## src/rtl/mdr_pkg.sv

```systemverilog
// rtl/mdr_pkg.sv - Shared size codes, FSM encodings and byte-enable helper for the MDR.
package mdr_pkg;

  localparam logic [1:0] SZ_BYTE = 2'b00;
  localparam logic [1:0] SZ_HALF = 2'b01;
  localparam logic [1:0] SZ_WORD = 2'b10;

  localparam logic [1:0] S_IDLE    = 2'b00;
  localparam logic [1:0] S_RD_WAIT = 2'b01;
  localparam logic [1:0] S_WR_WAIT = 2'b10;

  // Widest byte-enable vector any instance may use; callers keep the low bits.
  localparam int MAX_BE_W = 64;

  function automatic logic [MAX_BE_W-1:0] be_for_size(input logic [1:0] sz);
    case (sz)
      SZ_BYTE: return MAX_BE_W'(1);
      SZ_HALF: return MAX_BE_W'(3);
      default: return '1;
    endcase
  endfunction

endpackage

```

## src/rtl/mdr_load_align.sv

```systemverilog
// rtl/mdr_load_align.sv - Combinational sub-word extract with zero/sign extension.
module mdr_load_align
  import mdr_pkg::*;
#(
  parameter int DATA_WIDTH = 32
) (
  input  logic [DATA_WIDTH-1:0] data,
  input  logic [1:0]            size,
  input  logic                  sign,
  output logic [DATA_WIDTH-1:0] result
);

  logic ext_b;
  logic ext_h;

  assign ext_b = sign & data[7];
  assign ext_h = sign & data[15];

  // Per-bit loop keeps DATA_WIDTH=16 legal (no zero-width replication).
  always_comb begin
    result = data;
    for (int i = 8; i < DATA_WIDTH; i++) begin
      if (size == SZ_BYTE) begin
        result[i] = ext_b;
      end else if (size == SZ_HALF && i >= 16) begin
        result[i] = ext_h;
      end
    end
  end

endmodule

```

## src/rtl/mdr_mem_ctrl.sv

```systemverilog
// rtl/mdr_mem_ctrl.sv - Memory Data Register with req/ready memory handshake.
// Define MDR_TIMEOUT_EN to abort transactions after MAX_WAIT wait cycles.
module mdr_mem_ctrl
  import mdr_pkg::*;
#(
  parameter int DATA_WIDTH = 32,
  parameter int MAX_WAIT   = 16
) (
  input  logic                    clock,
  input  logic                    clear,
  input  logic                    enable,
  input  logic                    read,
  input  logic                    rd_start,
  input  logic                    wr_start,
  input  logic [1:0]              size,
  input  logic                    sign,
  input  logic [DATA_WIDTH-1:0]   BusMuxOut,
  input  logic [DATA_WIDTH-1:0]   Mdatain,
  input  logic                    mem_ready,
  output logic [DATA_WIDTH-1:0]   BusMuxIn,
  output logic [DATA_WIDTH-1:0]   Mdataout,
  output logic                    mem_req,
  output logic                    mem_we,
  output logic [DATA_WIDTH/8-1:0] mem_be,
  output logic                    busy,
  output logic                    done,
  output logic                    err
);

  localparam int BE_W = DATA_WIDTH / 8;

  logic [1:0]            state;
  logic [DATA_WIDTH-1:0] mdr_q;
  logic [1:0]            size_q;
  logic                  sign_q;
  logic                  err_q;
  logic [MAX_BE_W-1:0]   be_full;
  logic [1:0]            align_size;
  logic                  align_sign;
  logic [DATA_WIDTH-1:0] aligned;
  logic                  timeout_hit;

  assign be_full = be_for_size(size);

  // Direct loads in IDLE use live size/sign; memory reads use the values latched at start.
  assign align_size = (state == S_IDLE) ? size : size_q;
  assign align_sign = (state == S_IDLE) ? sign : sign_q;

  mdr_load_align #(.DATA_WIDTH(DATA_WIDTH)) u_align (
    .data   (Mdatain),
    .size   (align_size),
    .sign   (align_sign),
    .result (aligned)
  );

`ifdef MDR_TIMEOUT_EN
  localparam int CW = $clog2(MAX_WAIT + 1);
  logic [CW-1:0] wait_cnt;

  always_ff @(posedge clock or posedge clear) begin
    if (clear) begin
      wait_cnt <= '0;
    end else if (state == S_IDLE) begin
      wait_cnt <= '0;
    end else if (!mem_ready) begin
      wait_cnt <= wait_cnt + CW'(1);
    end
  end

  assign timeout_hit = (state != S_IDLE) && !mem_ready && (wait_cnt == CW'(MAX_WAIT - 1));
`else
  assign timeout_hit = 1'b0;
`endif

  always_ff @(posedge clock or posedge clear) begin
    if (clear) begin
      state   <= S_IDLE;
      mdr_q   <= '0;
      size_q  <= SZ_BYTE;
      sign_q  <= 1'b0;
      mem_req <= 1'b0;
      mem_we  <= 1'b0;
      mem_be  <= '0;
      done    <= 1'b0;
      err_q   <= 1'b0;
    end else begin
      done  <= 1'b0;
      err_q <= 1'b0;
      case (state)
        S_IDLE: begin
          if (rd_start) begin
            state   <= S_RD_WAIT;
            size_q  <= size;
            sign_q  <= sign;
            mem_req <= 1'b1;
            mem_we  <= 1'b0;
            mem_be  <= '0;
          end else if (wr_start) begin
            state   <= S_WR_WAIT;
            size_q  <= size;
            sign_q  <= sign;
            mem_req <= 1'b1;
            mem_we  <= 1'b1;
            mem_be  <= be_full[BE_W-1:0];
          end else if (enable) begin
            mdr_q <= read ? aligned : BusMuxOut;
          end
        end
        S_RD_WAIT, S_WR_WAIT: begin
          if (mem_ready || timeout_hit) begin
            if (mem_ready && state == S_RD_WAIT) begin
              mdr_q <= aligned;
            end
            state   <= S_IDLE;
            mem_req <= 1'b0;
            mem_we  <= 1'b0;
            mem_be  <= '0;
            done    <= mem_ready;
            err_q   <= ~mem_ready;
          end
        end
        default: begin
          state   <= S_IDLE;
          mem_req <= 1'b0;
          mem_we  <= 1'b0;
          mem_be  <= '0;
        end
      endcase
    end
  end

  assign BusMuxIn = mdr_q;
  assign Mdataout = mdr_q;
  assign busy     = (state != S_IDLE);
  assign err      = err_q;

endmodule
```

## config.mk

```make
export PLATFORM = sky130hd
export DESIGN_NAME = mdr_mem_ctrl
export DESIGN_NICKNAME = d
export VERILOG_FILES = /design/src/rtl/mdr_pkg.sv /design/src/rtl/mdr_load_align.sv /design/src/rtl/mdr_mem_ctrl.sv
export SDC_FILE = /design/constraint.sdc
export NUM_CORES = 1
export LEC_CHECK = 0
export BUFFER_PORTS_ARGS = -buffer_cell sky130_fd_sc_hd__buf_4
export CAP_MARGIN = 20
export CELL_PAD_IN_SITES_DETAIL_PLACEMENT = 1
export CELL_PAD_IN_SITES_GLOBAL_PLACEMENT = 1
export CORE_AREA = 2 2 92 94
export CTS_CLUSTER_DIAMETER = 80
export CTS_CLUSTER_SIZE = 40
export DETAILED_ROUTE_END_ITERATION = 8
export DIE_AREA = 0 0 94 96
export MAX_ROUTING_LAYER = met4
export PLACE_DENSITY_LB_ADDON = 0.1
export SYNTH_ARGS = -nofsm -noshare
export SYNTH_HDL_FRONTEND = slang
export SYNTH_SLANG_ARGS = --single-unit
```

## constraint.sdc

```tcl
create_clock -name clock -period 6.2 [get_ports clock]
set_input_delay 1.24 -clock clock [delete_from_list [all_inputs] [get_ports clock]]
set_output_delay 1.24 -clock clock [all_outputs]
set_load 0.02 [all_outputs]
```

-- Word-level counts from Yosys, hierarchy flattened
Index checks and enable logic that the tools add are counted.
- bits in registers: 45
- latch bits: 0
- memory bits (writable): 0
- memory bits (read-only): 0
- input bits: 74
- output and inout bits: 73
- word-level logic and storage cells: 105
- memories: 0
- $add $sub $neg: 0
- multipliers: 0
- divide/modulo/power cells: 0
- $lt $le $gt $ge: 0
- equality and inequality tests: 10
- shift operators: 0
- mux-type cells: 72
- bitwise logic cells: 3
- reduce and logical (&&, ||, !) cells: 11
- operator list (operator ; number):
    two-way mux 32 bit ; 6
    one-hot mux 32 bit (2 select lines) ; 1
    two-way mux 1 bit ; 51
    one-hot mux 4 bit (2 select lines) ; 2
    two-way mux 2 bit ; 6
    two-way mux 4 bit ; 3
    inequality test 2 bit (second input constant) ; 5
    equality test 2 x 1 -> 1 bit (second input constant) ; 3
    zero test 2 bit ; 3
    AND reduction 6 bit ; 1
    nonzero test 2 bit ; 3
    one-hot mux 1 bit (2 select lines) ; 2
    one-hot mux 2 bit (2 select lines) ; 1
    AND reduction 2 bit ; 2
    inequality test 3 bit (second input constant) ; 1
    bitwise AND 1 bit ; 2
    equality test 2 bit (second input constant) ; 1
    OR reduction 2 bit ; 1
    logical AND 1 bit ; 1
    inverter 1 bit ; 1

-- Logic depth before layout (Yosys ltp)
Gate-level depths: netlist (run 1).
- word-level depth: 10
- gate-level depth with buffers: 10
- gate-level depth less buffers: 6

-- By module
From an unflattened synthesis (run 1), not the netlist that was laid out.
- cell total of the unflattened synthesis: 247
- area total of the unflattened synthesis: 2721.4 µm²
- modules (own cells, without submodules) (module ; instances ; cells each ; area each (µm²) ; sequential area each (µm²)):
    mdr_mem_ctrl ; 1 ; 181 ; 2336.0 ; 1026.0
    mdr_load_align ; 1 ; 66 ; 385.4 ; 0.0

-- Least setup slack after synthesis (run 1)
Ideal clock, no wire load.
- path kind: reg2out
- start: register mem_we (netlist name)
- end: output busy
- arrival time: 1.586 ns
- required time: 4.960 ns
- path slack: 3.374 ns
- stages on the path, launching flop included: 7
- path buffers: 3
- cells stage by stage: dfrtp_1 -> inv_1 -> ha_1 -> buf_2 -> buf_2 -> clkinv_1 -> clkbuf_1
- RTL lines (item ; RTL line ; source):
    end, declared ; mdr_mem_ctrl.sv:25 ; output logic busy,

==> results_dict.tcl, run 1 <==
set metrics [dict create \
    grt_overflow 0 \
    first_global_vias 2567 \
    num_antenna_cells 0 \
    setup_viol 0 \
    grt_max_degree 42 \
    grt_pass1_wl_um 12900 \
    min_period_ns 3.90 \
    critPathMaxFanout 27 \
    fp-row-count 33 \
    post_cts_buffers 0 \
    status "completed" \
    grt_antenna_before_repair 0 \
    vias 2500 \
    grt_use_total_pct 18.8 \
    tightest_slew_ns 1.27 \
    core_um2 8050 \
    drtPass1Iterations 4 \
    antenna_left 0 \
    hold_buffers 0 \
    synthToLayoutAreaGrowth_pct 37.7 \
    yosysWarnings 0 \
    synth_area_um2 2650 \
    yosysTopAreaCell "dfrtp_1" \
    yosysSeqAreaShare_pct 38.8 \
    max_freq_ghz 0.256 \
    viasPerCell 5.15 \
    min_path_type "reg -> reg" \
    clk-insertion-delay-late_ns 0.30 \
    r2r-start "mem_we$_DFFE_PP0P_" \
    fin_crit_sh_pct 62.9 \
    cp-startpoint "mem_we$_DFFE_PP0P_" \
    required_ns 4.96 \
    synth_seq_cells 41 \
    avgSynthCellArea_um2 9.41 \
    clockBufferDepth 2 \
    ir_drop_mv 0.201 \
    clkTransAtPathRegs_ns 0.09 \
    drt-wirelength-per-cell_um 17.0 \
    synth_top_area_share_pct 38.8 \
    critPathTopFamily "buffers and inverters" \
    ys_types 37 \
    crit_buf_inv 3 \
    ff2ff_setup_slack_ns 3.17 \
    power.leakage_nw 1.82 \
    synth_area_leaders "dfrtp_1, buf_4, a2111o_1, a21oi_1, a311o_1" \
    cp-start-kind "flip-flop" \
    slowest_stage "ha_1" \
    die_x_um 94 \
    drv_slew 0 \
    drive_gt1_share_pct 43.7 \
    clock_sinks 41 \
    end_kind "output pin" \
    dieArea_um2 9020 \
    placed_area_um2 3520 \
    fin_area_um2 3640 \
    critical_path_class "reg -> out" \
    cts_tree "yes" \
    max_stage_delay_ns 0.75 \
    drt_iter0_drc 70 \
    slew_headroom_pct 15.0 \
    totalWireLength_um 8250 \
    synth_nets 357 \
    portBuffers 145 \
    drv_cap 0 \
    place_congestion 0.775 \
    yosysMostFrequentCell "dfrtp_1" \
    final-hold-violation-count 0 \
    synth_edf_count 0 \
    cp_cell_sequence "inv_1, ha_1, clkinv_1, buf_4" \
    nNetsFinal 455 \
    drc 0 \
    fin_worst_skew_ns 0.00903 \
    p_per_area_nw_per_um2 559 \
    htree_levels 2 \
    synth_cells 281 \
    final_util_pct 45.3 \
    worstPathArrival_ns 2.66 \
    initial_core_util_pct 32.9 \
    cts_made_buffers 5 \
    holdCritStartpoint "mem_be[1]$_DFFE_PP0P_" \
    cts_root_buffer "clkbuf_8" \
    postCtsResizedCells 0 \
    synthArstFlopShare_pct 100 \
    dp_hpwl_um 5930 \
    ioPinCount 147 \
    grt_setup_unrepaired "no" \
    ys.flop_type "dfrtp_1" \
    fin_setup_tns_ns 0 \
    yosys-top-cells-count "dfrtp_1, buf_4, a21oi_1, nand2_1, and3_1" \
    finalPower_w 0.00204 \
    fp.dieH_um 96 \
]
==> final cells by class <==
class                           count  area (µm²)
Clock inverter                      1        30.0
Sequential cell                    41        1030
Clock buffer                        7        86.3
Timing Repair Buffer              148        1110
Tap cell                          105         131
Inverter                            5        18.8
Fill cell                         957        4410
Multi-Input combinational cell    178        1240
==> state kept, by name, indices dropped and copies added (netlist names) <==
name / cells
mem_req: 1
state: 1
mem_we: 1
mem_be: 2
size_q: 2
done: 1
BusMuxIn: 32
sign_q: 1
==> logic make-up after synthesis <==
family | synth area share, %
other | 0.142
DFF | 38.8
AOI/OAI and AO/OA | 24.3
buffers and inverters | 14.9
adders and majority gates | 0.946
muxes | 5.49
and+or+nand+nor | 15.5
==> stage by stage <==
step | instances | hold slack, ns | setup slack (ns)
4_1_cts | 484 | 0.520 | 2.26
3_5_place_dp | 476 | 0.500 | 2.57
2_1_floorplan | 281 | 0.491 | 3.37
3_3_place_gp | 476 | 0.489 | 2.62
5_1_grt | 485 | 0.527 | 2.04
6_report | 485 | 0.513 | 2.30
==> path summary, 6_finish.rpt <==
| kind | end | cells past startpoint |
|---|---|---|
| worst max-delay path | busy | 4 |
| worst min-delay path | mem_be[1]$_DFFE_PP0P_ | 1 |
| worst max register to register | BusMuxIn[14]$_DFFE_PP0P_ | 6 |
| worst min register to register | mem_be[1]$_DFFE_PP0P_ | 1 |
| max in group asynchronous | BusMuxIn[29]$_DFFE_PP0P_ | 2 |
| min in group asynchronous | BusMuxIn[3]$_DFFE_PP0P_ | 2 |
==> placed cells by master (no fill, tap or decap), types with 3 or more instances in the layout <==
cell type and n:
a2111o_1 13, a21oi_1 28, a22o_1 4, a311o_1 11, and2_1 9, and3_1 15
buf_4 148, clkbuf_8 6, dfrtp_1 41, inv_1 3, mux2_2 4, mux2i_1 10
nand2_1 24, nand2b_1 4, nand3_1 14, nor2b_1 3, o21ai_0 11, o311ai_0 8
==> report_power, final <==
part	switching, W	total (W)	leakage [nW]	internal (W)
logic	0.000727	0.00128	1.26	0.000554
clock network	0.0000997	0.000231	0.0585	0.000132
registers	0.000125	0.000524	0.503	0.000399
==> per-layer routing <==
layer | vias up | routed length (µm) | global-route usage (%)
met4 | 0 | 75 | 4.11
li1 | 1194 | - | -
met5 | - | 0 | -
met2 | 85 | 4150 | 31.6
met3 | 6 | 532 | 4.46
met1 | 1215 | 3500 | 23.3
Power figures use the tool's default switching activity.
==> run 2, diff against run 1 <==
--- a/config.mk
+++ b/config.mk
@@ -9,11 +9,11 @@
 export CAP_MARGIN = 20
 export CELL_PAD_IN_SITES_DETAIL_PLACEMENT = 1
 export CELL_PAD_IN_SITES_GLOBAL_PLACEMENT = 1
-export CORE_AREA = 2 2 92 94
+export CORE_AREA = 2 2 94 96
 export CTS_CLUSTER_DIAMETER = 80
 export CTS_CLUSTER_SIZE = 40
 export DETAILED_ROUTE_END_ITERATION = 8
-export DIE_AREA = 0 0 94 96
+export DIE_AREA = 0 0 96 98
 export MAX_ROUTING_LAYER = met4
 export PLACE_DENSITY_LB_ADDON = 0.1
 export SYNTH_ARGS = -nofsm -noshare
==> constraint.sdc (replaced) <==
create_clock -name clock -period 3.84 [get_ports clock]
set_input_delay 0.768 -clock clock [delete_from_list [all_inputs] [get_ports clock]]
set_output_delay 0.768 -clock clock [all_outputs]
set_load 0.02 [all_outputs]
==> results_dict.tcl, run 2 (synthesis results as in run 1) <==
set metrics [dict create \
    vias 2495 \
    most-common-layout-cells "buf_4, dfrtp_1, a21oi_1" \
    grt_antenna_before_repair 0 \
    drc 0 \
    required_ns 3.07 \
    htree_levels 2 \
    drt_iter0_drc 45 \
    initial_core_util_pct 31.2 \
    worstPathArrival_ns 1.80 \
    postCtsResizedCells 0 \
    min_path_type "reg -> reg" \
    fin_worst_skew_ns 0.00696 \
    grt_pass1_wl_um 12900 \
    portBuffers 145 \
    clkTransAtPathRegs_ns 0.08 \
    final_common_cell "buf_4" \
    synthToLayoutAreaGrowth_pct 38.5 \
    drv_slew 0 \
    power.leakage_nw 1.84 \
    ioPinCount 147 \
    core_um2 8470 \
    status "completed" \
    clockBufferDepth 2 \
    max_freq_ghz 0.389 \
    ir_drop_mv 0.368 \
    max_stage_delay_ns 0.45 \
    tightest_slew_ns 0.912 \
    hold_buffers 0 \
    grt_setup_unrepaired "no" \
    cts_root_buffer "clkbuf_8" \
    critPathMaxFanout 17 \
    finalNonFillerCells 492 \
    totalWireLength_um 8190 \
    drt-wirelength-per-cell_um 16.6 \
    setup_viol 0 \
    place_congestion 0.800 \
    fp.dieH_um 98 \
    fin_setup_tns_ns 0 \
    fp-row-count 34 \
    cp_cell_sequence "inv_1, ha_1, clkinv_1, buf_4" \
    cts_tree "yes" \
    first_global_vias 2557 \
    fill_cells 994 \
    largest_reg_flops 32 \
    clock_sinks 41 \
    nNetsFinal 459 \
    post_cts_buffers 0 \
    clk-insertion-delay-late_ns 0.29 \
    end_kind "output pin" \
    antenna_left 0 \
    drive_gt1_share_pct 44.5 \
    grt_use_total_pct 18.0 \
    cts_made_buffers 5 \
    slowest_stage "clkinv_1" \
    critPathTopFamily "buffers and inverters" \
    final-hold-violation-count 0 \
    viasPerCell 5.07 \
    drv_cap 0 \
    die_x_um 96 \
    drtPass1Iterations 4 \
    dieArea_um2 9410 \
    dp_hpwl_um 5980 \
    crit_buf_inv 3 \
    dp.cells 483 \
    critical_path_class "reg -> out" \
    p_per_area_nw_per_um2 889 \
    min_period_ns 2.57 \
    grt_overflow 0 \
    cp-start-kind "flip-flop" \
    slew_headroom_pct 39.2 \
    fin_crit_sh_pct 66.9 \
    num_antenna_cells 0 \
    grt_max_degree 42 \
]
==> run 2: per-layer routing <==
| metal | up-vias | share of wire (%) | track usage, % |
|---|---|---|---|
| met5 | - | 0 | - |
| met4 | 0 | 0.78 | 4.07 |
| met3 | 4 | 5.5 | 3.09 |
| met2 | 77 | 51 | 30.0 |
| met1 | 1213 | 42 | 22.6 |
| li1 | 1201 | - | - |
==> run 2: power by group <==
group | total, W | leakage [nW] | switching (W) | internal, W
logic | 0.00209 | 1.28 | 0.00118 | 0.000916
clock network | 0.000315 | 0.0542 | 0.000153 | 0.000163
registers | 0.000849 | 0.503 | 0.000204 | 0.000645
total | 0.00326 | 1.84 | 0.00153 | 0.00172
==> run 2: stage by stage <==
stage	utilization [%]	hold WS [ns]	cell area, µm²	worst slack, ns	total power, W
6_report	43.3	0.522	3660	1.27	0.00326
5_1_grt	43.3	0.554	3660	1.13	0.00348
4_1_cts	43.2	0.527	3650	1.26	0.00330
3_5_place_dp	42.0	0.507	3550	1.13	0.00297
3_3_place_gp	42.0	0.496	3550	1.18	0.00292
2_1_floorplan	-	0.491	2650	1.49	0.00232
==> run 2: area by class of cell <==
| cell class | count | area [µm²] | share of cell area, % |
|---|---|---|---|
| flip-flops and latches | 41 | 1030 | 28.0 |
| repair buffers | 152 | 1140 | 31.2 |
| clock inverters | 1 | 5.00 | 0.137 |
| inverters | 5 | 18.8 | 0.512 |
| well taps | 108 | 135 | 3.69 |
| multi-input cells | 178 | 1240 | 33.9 |
| clock buffers | 7 | 96.3 | 2.63 |
==> run 2: path summary, 6_finish.rpt <==
| path | startpoint | to | slack [ns] | depth (start not counted) |
|---|---|---|---|---|
| min in group asynchronous | clear | BusMuxIn[5]$_DFFE_PP0P_ | 0.66 | 2 |
| setup reg to reg | mem_we$_DFFE_PP0P_ | BusMuxIn[8]$_DFFE_PP0P_ | 1.57 | 7 |
| max in group asynchronous | clear | BusMuxIn[28]$_DFFE_PP0P_ | 2.59 | 2 |
| hold reg to reg | mem_be[1]$_DFFE_PP0P_ | mem_be[1]$_DFFE_PP0P_ | 0.52 | 1 |
| setup / recovery | mem_we$_DFFE_PP0P_ | busy | 1.27 | 4 |
| hold / removal | mem_be[1]$_DFFE_PP0P_ | mem_be[1]$_DFFE_PP0P_ | 0.52 | 1 |
